==> src/rtl/snow64_bfloat16_div_pkg.sv <==
// Shared BFloat16 types and constants for the FPU lane, extended with
// divider state encoding and restoring-division datapath widths.
package snow64_bfloat16_div_pkg;

    typedef struct packed {
        logic       sign;
        logic [7:0] enc_exp;
        logic [6:0] enc_mantissa;
    } bfloat16_t;

    localparam int         BF16_BIAS         = 127;
    localparam logic [7:0] BF16_MAX_SAT_EXP  = 8'hFE;
    localparam logic [6:0] BF16_MAX_SAT_MANT = 7'h7F;

    typedef enum logic [1:0] {
        StDivIdle,
        StDivDividing,
        StDivFinishing
    } state_div_t;

    localparam int DIV_QUOT_W = 9;
    localparam int DIV_REM_W  = 10;

endpackage

==> src/rtl/snow64_bfloat16_div_pack.sv <==
// Combinational normalise / saturate / flush of a raw 9-bit quotient into
// BFloat16; kept separate so a reciprocal unit can reuse it.
module snow64_bfloat16_div_pack
    import snow64_bfloat16_div_pkg::*;
(
    input  logic                  sign,
    input  logic [DIV_QUOT_W-1:0] quot,
    input  logic [7:0]            ea,
    input  logic [7:0]            eb,
    input  logic                  zero_a,
    input  logic                  zero_b,
    output logic [15:0]           data
);

    localparam logic signed [9:0] BIAS_S = 10'(BF16_BIAS);

    logic signed [9:0] e;
    logic [6:0]        mant;
    bfloat16_t         res;

    always_comb begin
        mant = quot[8] ? quot[7:1] : quot[6:0];
        // Quotient in [128,511]; a leading bit at Q[8] means ratio >= 1.
        e = $signed({2'b00, ea}) - $signed({2'b00, eb})
            + (quot[8] ? BIAS_S : (BIAS_S - 10'sd1));

        res.sign         = sign;
        res.enc_exp      = 8'h00;
        res.enc_mantissa = 7'h00;
        if (zero_b) begin
            res.enc_exp      = BF16_MAX_SAT_EXP;
            res.enc_mantissa = BF16_MAX_SAT_MANT;
        end else if (zero_a) begin
            res.enc_exp      = 8'h00;
        end else if (e <= 10'sd0) begin
            res.enc_exp      = 8'h00;
        end else if (e >= 10'sd255) begin
            res.enc_exp      = BF16_MAX_SAT_EXP;
            res.enc_mantissa = BF16_MAX_SAT_MANT;
        end else begin
            res.enc_exp      = e[7:0];
            res.enc_mantissa = mant;
        end
        data = res;
    end

endmodule

==> src/rtl/snow64_bfloat16_div.sv <==
// Iterative truncating BFloat16 divider: restoring division, one quotient
// bit per clock, behind the start / data_valid / can_accept_cmd handshake.
module snow64_bfloat16_div
    import snow64_bfloat16_div_pkg::*;
(
    input  logic        clk,
    input  logic        rst,
    input  logic        in_start,
    input  logic [15:0] in_a,
    input  logic [15:0] in_b,
    output logic        out_data_valid,
    output logic        out_can_accept_cmd,
    output logic [15:0] out_data
);

    // state          | meaning
    // StDivIdle      | waiting for in_start; result outputs held
    // StDivDividing  | producing one quotient bit per edge (9 edges)
    // StDivFinishing | packing quotient into out_data, pulse valid next

    state_div_t state, state_nxt;

    bfloat16_t op_a, op_b;
    logic      a_is_zero, b_is_zero;

    logic                  sign;
    logic [7:0]            ea, eb, sb;
    logic [DIV_REM_W-1:0]  rem, rem_diff;
    logic [DIV_QUOT_W-1:0] quot;
    logic [3:0]            count;
    logic                  zero_a, zero_b;
    logic                  q_bit;
    logic [15:0]           packed_data;

    assign op_a      = in_a;
    assign op_b      = in_b;
    assign a_is_zero = (op_a.enc_exp == 8'h00);
    assign b_is_zero = (op_b.enc_exp == 8'h00);

    assign out_can_accept_cmd = (state == StDivIdle);

    assign q_bit    = (rem >= {2'b00, sb});
    assign rem_diff = q_bit ? (rem - {2'b00, sb}) : rem;

    always_ff @(posedge clk or posedge rst) begin
        if (rst) state <= StDivIdle;
        else     state <= state_nxt;
    end

    always_comb begin
        state_nxt = state;
        case (state)
            StDivIdle:
                if (in_start)
                    state_nxt = (a_is_zero || b_is_zero) ? StDivFinishing : StDivDividing;
            StDivDividing:
                if (count == 4'd0) state_nxt = StDivFinishing;
            StDivFinishing:
                state_nxt = StDivIdle;
            default:
                state_nxt = StDivIdle;
        endcase
    end

    always_ff @(posedge clk or posedge rst) begin
        if (rst) begin
            sign           <= 1'b0;
            ea             <= 8'h00;
            eb             <= 8'h00;
            sb             <= 8'h00;
            rem            <= '0;
            quot           <= '0;
            count          <= 4'd0;
            zero_a         <= 1'b0;
            zero_b         <= 1'b0;
            out_data       <= 16'h0000;
            out_data_valid <= 1'b0;
        end else begin
            out_data_valid <= (state == StDivFinishing);
            case (state)
                StDivIdle: begin
                    if (in_start) begin
                        sign   <= op_a.sign ^ op_b.sign;
                        ea     <= op_a.enc_exp;
                        eb     <= op_b.enc_exp;
                        sb     <= {1'b1, op_b.enc_mantissa};
                        rem    <= {3'b001, op_a.enc_mantissa};
                        quot   <= '0;
                        count  <= 4'(DIV_QUOT_W - 1);
                        zero_a <= a_is_zero;
                        zero_b <= b_is_zero;
                    end
                end
                StDivDividing: begin
                    // Remainder stays below 2*sb, so dropping the top bit is lossless.
                    rem   <= {rem_diff[DIV_REM_W-2:0], 1'b0};
                    quot  <= {quot[DIV_QUOT_W-2:0], q_bit};
                    count <= count - 4'd1;
                end
                StDivFinishing: begin
                    out_data <= packed_data;
                end
                default: ;
            endcase
        end
    end

    snow64_bfloat16_div_pack u_pack (
        .sign   (sign),
        .quot   (quot),
        .ea     (ea),
        .eb     (eb),
        .zero_a (zero_a),
        .zero_b (zero_b),
        .data   (packed_data)
    );

endmodule
==> config.mk <==
export PLATFORM = sky130hd
export DESIGN_NAME = snow64_bfloat16_div
export DESIGN_NICKNAME = d
export VERILOG_FILES = /design/src/rtl/snow64_bfloat16_div_pkg.sv /design/src/rtl/snow64_bfloat16_div_pack.sv /design/src/rtl/snow64_bfloat16_div.sv
export SDC_FILE = /design/constraint.sdc
export NUM_CORES = 1
export LEC_CHECK = 0
export CORE_MARGIN = 2
export CORE_UTILIZATION = 55
export CTS_CLUSTER_DIAMETER = 30
export DETAILED_ROUTE_END_ITERATION = 10
export PLACE_DENSITY = 0.92
export SETUP_SLACK_MARGIN = 0.05
export SYNTH_ARGS = -nofsm -noshare
export SYNTH_HDL_FRONTEND = slang
export SYNTH_SLANG_ARGS = --single-unit
export TNS_END_PERCENT = 50
==> constraint.sdc <==
create_clock -name clk -period 4.1 [get_ports clk]
set_clock_uncertainty 0.05 [all_clocks]
set_input_delay 0.82 -clock clk [delete_from_list [all_inputs] [get_ports clk]]
set_output_delay 0.82 -clock clk [all_outputs]
set_load 0.02 [all_outputs]
==> reports/qor.csv, run 1 <==
stage,metric,value,unit
cts,clock root cell,clkbuf_8,
yosys,synth cell count leaders,"nand2_1, dfrtp_1, o21ai_0",
yosys,Synth async-reset ratio,1.00,
timing,Least-Margin Pin Slew,0.952,ns
floorplanning,die area,8080,um^2
drt,drt pass-1 iters,5,
yosys,combinational family with the most area after synthesis,compound AO/OA/AOI/OAI gates,
finish,filler instances,566,
critical_path,Setup crit end,out_data[6]$_DFFE_PP0P_,
critical_path,CP max stage delay,0.67,ns
global_route,gr ovfl total,0,
critical_path,reg-to-reg setup timing slack,0.48,ns
finish,fraction of layout cells with a size suffix above 1,0.0673,
drt,vias per inst,5.59,
critical_path,crit path cell chain,inv_1 > ha_1 > inv_1 > fa_1 > inv_1 > ha_1 > nor3b_1 > mux2i_2 > a211oi_4 > a21oi_1 > o21ai_1 > o211ai_1 > a221o_1,
timing,fin crit share,0.883,
yosys,Mean Syn Cell Area,9.24,um^2
status,status,"finished, final reports clean",
yosys,Synth Area in Compound Gates,0.183,
cts,CTS H-tree depth,3,
yosys,largest cells by area after synthesis,"dfrtp_1, nand2_1, ha_1",
cts,"Setup Fix Bufs, Post-CTS",0,
drt,routed len/inst,14.6,um
critical_path,worst-path fanout max,13,
yosys,cell count after synthesis,439,
floorplanning,Starting Density,0.562,
finish,Ant. Diodes,0,
yosys,Simple-Gate Fraction of Synth Area,0.178,
cts,CTS tree,built,
yosys,Netlist cell types,63,
yosys,Yosys top cell area share,0.426,
yosys,"area leader, netlist",dfrtp_1,
critical_path,Crit Reg-Reg Startpoint,ea[0]$_DFFE_PP0P_,
critical_path,Worst path slowest cell,o21ai_1,
drt,residual DRC count,0,
critical_path,Worst Reg-to-Reg Cells,13,
yosys,"EDFF count, synth",0,
timing,setup TNS,0,ns
cts,Num Clock Sinks,69,
critical_path,Crit. End Element,register,
yosys,most frequent cell after synthesis,nand2_1,
global_route,global-route wire length before repair,15600,um
floorplanning,DIE HEIGHT,89.9,um
floorplanning,row cnt,31,
place,detailed placer's ending HPWL,6510,um
timing,fin crit period,3.62,ns
timing,final setup fails,0,
critical_path,worst r2r dst,out_data[6]$_DFFE_PP0P_,
critical_path,critical path data required time,4.28,ns
yosys,"Top FF cell, synth",dfrtp_1,
yosys,synthesized flop and latch total,69,
yosys,Synthesis Warnings,0,
timing,setup ws final,0.481,ns
hold_path,Hold WC Path Type,reg2reg,
yosys,post-synthesis xor/xnor area fraction,0.0494,
critical_path,CP Launch Point,ea[0]$_DFFE_PP0P_,
yosys,multiplexer area fraction after synthesis,0.0469,
cts,hold_buf cts,0,
drt,"antenna viol nets, final",0,
floorplanning,core area,7210,um^2
critical_path,Most common cell on crit path,inv_1,
yosys,mapped cell area,4060,um^2
timing,achievable clock frequency,276,MHz
yosys,post-synthesis adder-cell area fraction,0.0716,
critical_path,type of origin of the critical path,register,
place,Placer Congestion,0.929,
yosys,register area share after synthesis,0.426,
floorplanning,Die X,89.9,um
global_route,vias in the first global route,3290,
timing,Slew Limit Fails,0,
finish,post-layout util,0.677,
place,dpl ws,0.500,ns
timing,Slew HR,0.364,
floorplanning,Ports,53,
job,Max-cap violations,0,
global_route,initial antenna violation count,0,
cts,clock slew seen by the registers of the worst setup and hold paths,0.07,ns
drt,Total Wirelength,8620,um
cts,clk buf depth,2,
drt,DRT iter0 DRCs,195,
drt,via count,3295,
yosys,syn nets,496,
place,DP Area,4660,um^2
finish,Nets,543,
critical_path,critical path type,reg2reg,
critical_path,WP data arrival,3.80,ns
finish,Area Overhead vs Synth,20.4,%
finish,"Design Area, Final",4880,um^2
place,I/O Buffers,52,
cts,post-CTS sizing,0,
timing,Final Hold Viols,0,
cts,Inserted Clock Buffers,9,
global_route,largest net degree at the start of global routing,30,
global_route,Total GRT Usage,0.237,
timing,RSZ-0062 raised after global routing,false,
cts,Clock Latency Late Sink,0.34,ns
==> worst max-delay path: cells and delay by family (launching register included) <==
kind            cells  cell delay [ns]
flops               1             0.36
simple gates        1             0.26
buf+inv             3             0.19
mux                 1             0.17
fa+ha+maj           3             0.83
compound gates      5             1.63
==> stage by stage <==
step / cells / hold WS [ns]
CTS: 589 / 0.406
global placement: 574 / 0.384
finish: 589 / 0.401
global route: 589 / 0.442
detailed placement: 574 / 0.389
floorplan: 439 / 0.368
==> worst min-delay path by stage <==
stage	start	to	slack, ns	cells after the start
6_report	sb[7]$_DFFE_PP0P_	sb[7]$_DFFE_PP0P_	0.40	2
5_1_grt	sb[7]$_DFFE_PP0P_	sb[7]$_DFFE_PP0P_	0.44	2
4_1_cts	sb[7]$_DFFE_PP0P_	sb[7]$_DFFE_PP0P_	0.41	2
3_5_place_dp	sb[7]$_DFFE_PP0P_	sb[7]$_DFFE_PP0P_	0.39	2
3_3_place_gp	sb[7]$_DFFE_PP0P_	sb[7]$_DFFE_PP0P_	0.38	2
2_1_floorplan	sb[7]$_DFFE_PP0P_	sb[7]$_DFFE_PP0P_	0.37	2
==> cells by family after synthesis <==
logic type	after synthesis
adder cells (fa/ha/maj)	22
multiplexers	18
AO/OA/AOI/OAI	105
flip-flops	69
buffers and inverters	47
XOR/XNOR	19
AND/OR/NAND/NOR	159
==> per-layer routing <==
layer / GRT usage / wire length [um]
met1: 0.306 / 3810
met3: 0.0604 / 388
met5: 0 / 0
met2: 0.400 / 4310
met4: 0.0641 / 107
==> state kept, by name (all words and copies together), names as in the netlist <==
signal / cells
ea: 8
sign: 1
count: 4
zero_b: 1
rem: 10
eb: 8
state: 2
sb: 8
out_data: 16
quot: 9
zero_a: 1
out_data_valid: 1
==> layout make-up <==
class                      instances  area (um^2)  area share
timing repair buffer              56          563       0.115
clock buffer                      12          155      0.0318
inverter                          27          101      0.0207
sequential                        69         1730       0.353
clock inverter                     3         68.8      0.0141
multi-input combinational        323         2150       0.439
tap                               99          124      0.0254
==> cells in the final DEF, fill, tap and decap left out, types with 4 or more instances in the layout <==
master | synthesis | routed
clkdlybuf4s50_1 | 0 | 52
nand2b_1 | 6 | 6
o211ai_1 | 7 | 7
mux2i_1 | 15 | 15
nand2_1 | 94 | 94
nor2_1 | 18 | 18
a21o_1 | 4 | 4
nand3_1 | 8 | 8
nor3_1 | 4 | 4
o21a_1 | 4 | 4
o21ai_0 | 37 | 37
xor2_1 | 5 | 5
a21oi_1 | 13 | 13
nor2b_1 | 7 | 7
inv_1 | 27 | 26
xnor2_1 | 11 | 11
dfrtp_1 | 69 | 69
and3_1 | 4 | 4
ha_1 | 20 | 20
clkbuf_8 | 0 | 11
a221o_1 | 11 | 11
nor4_1 | 4 | 4
Power of run 1 is not shown: default switching activity piles up to over one toggle a cycle in this logic, so the estimate is an artifact.
==> inputs of run 2 (changes only) <==
CTS_BUF_LIST = sky130_fd_sc_hd__clkbuf_8   (was not set)
==> reports/qor.csv, run 2 (synthesis results as in run 1) <==
stage,metric,value,unit
cts,Num Clock Sinks,69,
global_route,initial antenna violation count,0,
cts,CTS H-tree depth,3,
timing,achievable clock frequency,277,MHz
critical_path,reg-to-reg setup timing slack,0.48,ns
global_route,vias in the first global route,3290,
hold_path,hold_sp,sb[7]$_DFFE_PP0P_,
drt,met2 wire length,4300,um
timing,Least-Margin Pin Slew,0.953,ns
cts,clock root cell,clkbuf_8,
timing,final setup fails,0,
floorplanning,Starting Density,0.562,
finish,Nets,543,
global_route,global-route wire length before repair,15600,um
global_route,gr ovfl total,0,
finish,"commonest non-fill, non-tap cell in the layout",nand2_1,
critical_path,worst-path fanout max,13,
timing,Final Hold Viols,0,
floorplanning,Ports,53,
drt,routed len/inst,14.6,um
timing,Slew Limit Fails,0,
drt,"antenna viol nets, final",0,
drt,routed length on met3,383,um
timing,setup ws final,0.484,ns
cts,Inserted Clock Buffers,9,
drt,via count,3291,
critical_path,critical path data required time,4.28,ns
finish,"commonest cells after routing, fill and taps aside","nand2_1, dfrtp_1, clkdlybuf4s50_1, o21ai_0, inv_1",
floorplanning,row cnt,31,
timing,RSZ-0062 raised after global routing,false,
finish,Ant. Diodes,0,
hold_path,Hold WC Path Type,reg2reg,
timing,fin crit share,0.882,
global_route,Total GRT Usage,0.237,
timing,fin crit period,3.62,ns
drt,length of routed wiring on met1,3820,um
cts,post-CTS sizing,0,
drt,vias per inst,5.59,
drt,Total Wirelength,8610,um
drt,drt pass-1 iters,5,
place,dpl ws,0.500,ns
critical_path,Crit. End Element,register,
critical_path,Worst Reg-to-Reg Cells,13,
floorplanning,DIE HEIGHT,89.9,um
cts,CTS tree,built,
cts,clk buf depth,2,
drt,Top Metal Used,met4,
critical_path,Crit Reg-Reg Startpoint,ea[0]$_DFFE_PP0P_,
critical_path,WP data arrival,3.79,ns
cts,hold_buf cts,0,
floorplanning,core area,7210,um^2
drt,DRT iter0 DRCs,195,
finish,largest registers,"out_data x16, rem x10, quot x9",
timing,setup TNS,0,ns
drt,residual DRC count,0,
place,I/O Buffers,52,
global_route,largest net degree at the start of global routing,30,
hold_path,Hold EP,sb[7]$_DFFE_PP0P_,
critical_path,critical path type,reg2reg,
status,status,"finished, final reports clean",
floorplanning,die area,8080,um^2
finish,fraction of layout cells with a size suffix above 1,0.0673,
cts,clock slew seen by the registers of the worst setup and hold paths,0.07,ns
floorplanning,Die X,89.9,um
finish,post-layout util,0.677,
job,Max-cap violations,0,
finish,largest register by flop count,out_data,
finish,Area Overhead vs Synth,20.4,%
place,detailed placer's ending HPWL,6510,um
timing,Slew HR,0.363,
critical_path,type of origin of the critical path,register,
cts,Clock Latency Late Sink,0.34,ns
critical_path,worst r2r dst,out_data[6]$_DFFE_PP0P_,
cts,"Setup Fix Bufs, Post-CTS",0,
hold_path,hold path depth,2,
place,Placer Congestion,0.929,
finish,number of flip-flops in the largest register,16,
[run 2: changes by cell type in the layout (fill, tap and decap cells not counted), sizes merged]
cell    delta
clkbuf     -1
inv        +1
[run 2: per-stage QoR]
| step | instances | hold WS, ns | area [um^2] |
|---|---|---|---|
| after floorplan | 439 | 0.368 | 4060 |
| after global placement | 574 | 0.384 | 4660 |
| after detailed placement | 574 | 0.389 | 4660 |
| after CTS | 589 | 0.406 | 4880 |
| after global routing | 589 | 0.442 | 4880 |
| final | 589 | 0.401 | 4880 |
[run 2: how the worst max path moves through the flow]
stage / start / end / slack, ns / cells after the start
final: ea[0]$_DFFE_PP0P_ / out_data[6]$_DFFE_PP0P_ / 0.48 / 13
after global routing: ea[0]$_DFFE_PP0P_ / out_data[6]$_DFFE_PP0P_ / 0.11 / 13
after global placement: ea[0]$_DFFE_PP0P_ / out_data[3]$_DFFE_PP0P_ / 0.69 / 13
after detailed placement: ea[0]$_DFFE_PP0P_ / out_data[2]$_DFFE_PP0P_ / 0.50 / 13
after floorplan: ea[0]$_DFFE_PP0P_ / out_data[0]$_DFFE_PP0P_ / 0.82 / 14
after CTS: ea[0]$_DFFE_PP0P_ / out_data[2]$_DFFE_PP0P_ / 0.47 / 13
[run 2: critical path, cell delays in order (launching register included)]
cell and delay, ns:
dfrtp_1 0.36, inv_1 0.07, ha_1 0.16, inv_1 0.05, fa_1 0.46, inv_1 0.07, ha_1 0.21, nor3b_1 0.26
mux2i_2 0.17, a211oi_4 0.26, a21oi_1 0.13, o21ai_1 0.66, o211ai_1 0.21, a221o_1 0.36
[run 2: area by class of cell]
cell class,count,area (um^2)
tap,99,124
inverter,27,101
clock inverter,4,72.6
clock buffer,11,151
timing repair buffer,56,563
fill,566,2330
multi-input combinational,323,2150
sequential,69,1730
[run 2: per-layer routing]
| layer | vias up | track usage |
|---|---|---|
| li1 | 1623 | - |
| met1 | 1575 | 0.306 |
| met2 | 83 | 0.400 |
| met3 | 10 | 0.0604 |
| met4 | 0 | 0.0641 |
| met5 | - | 0 |
Power of run 2 is left out for the same reason.
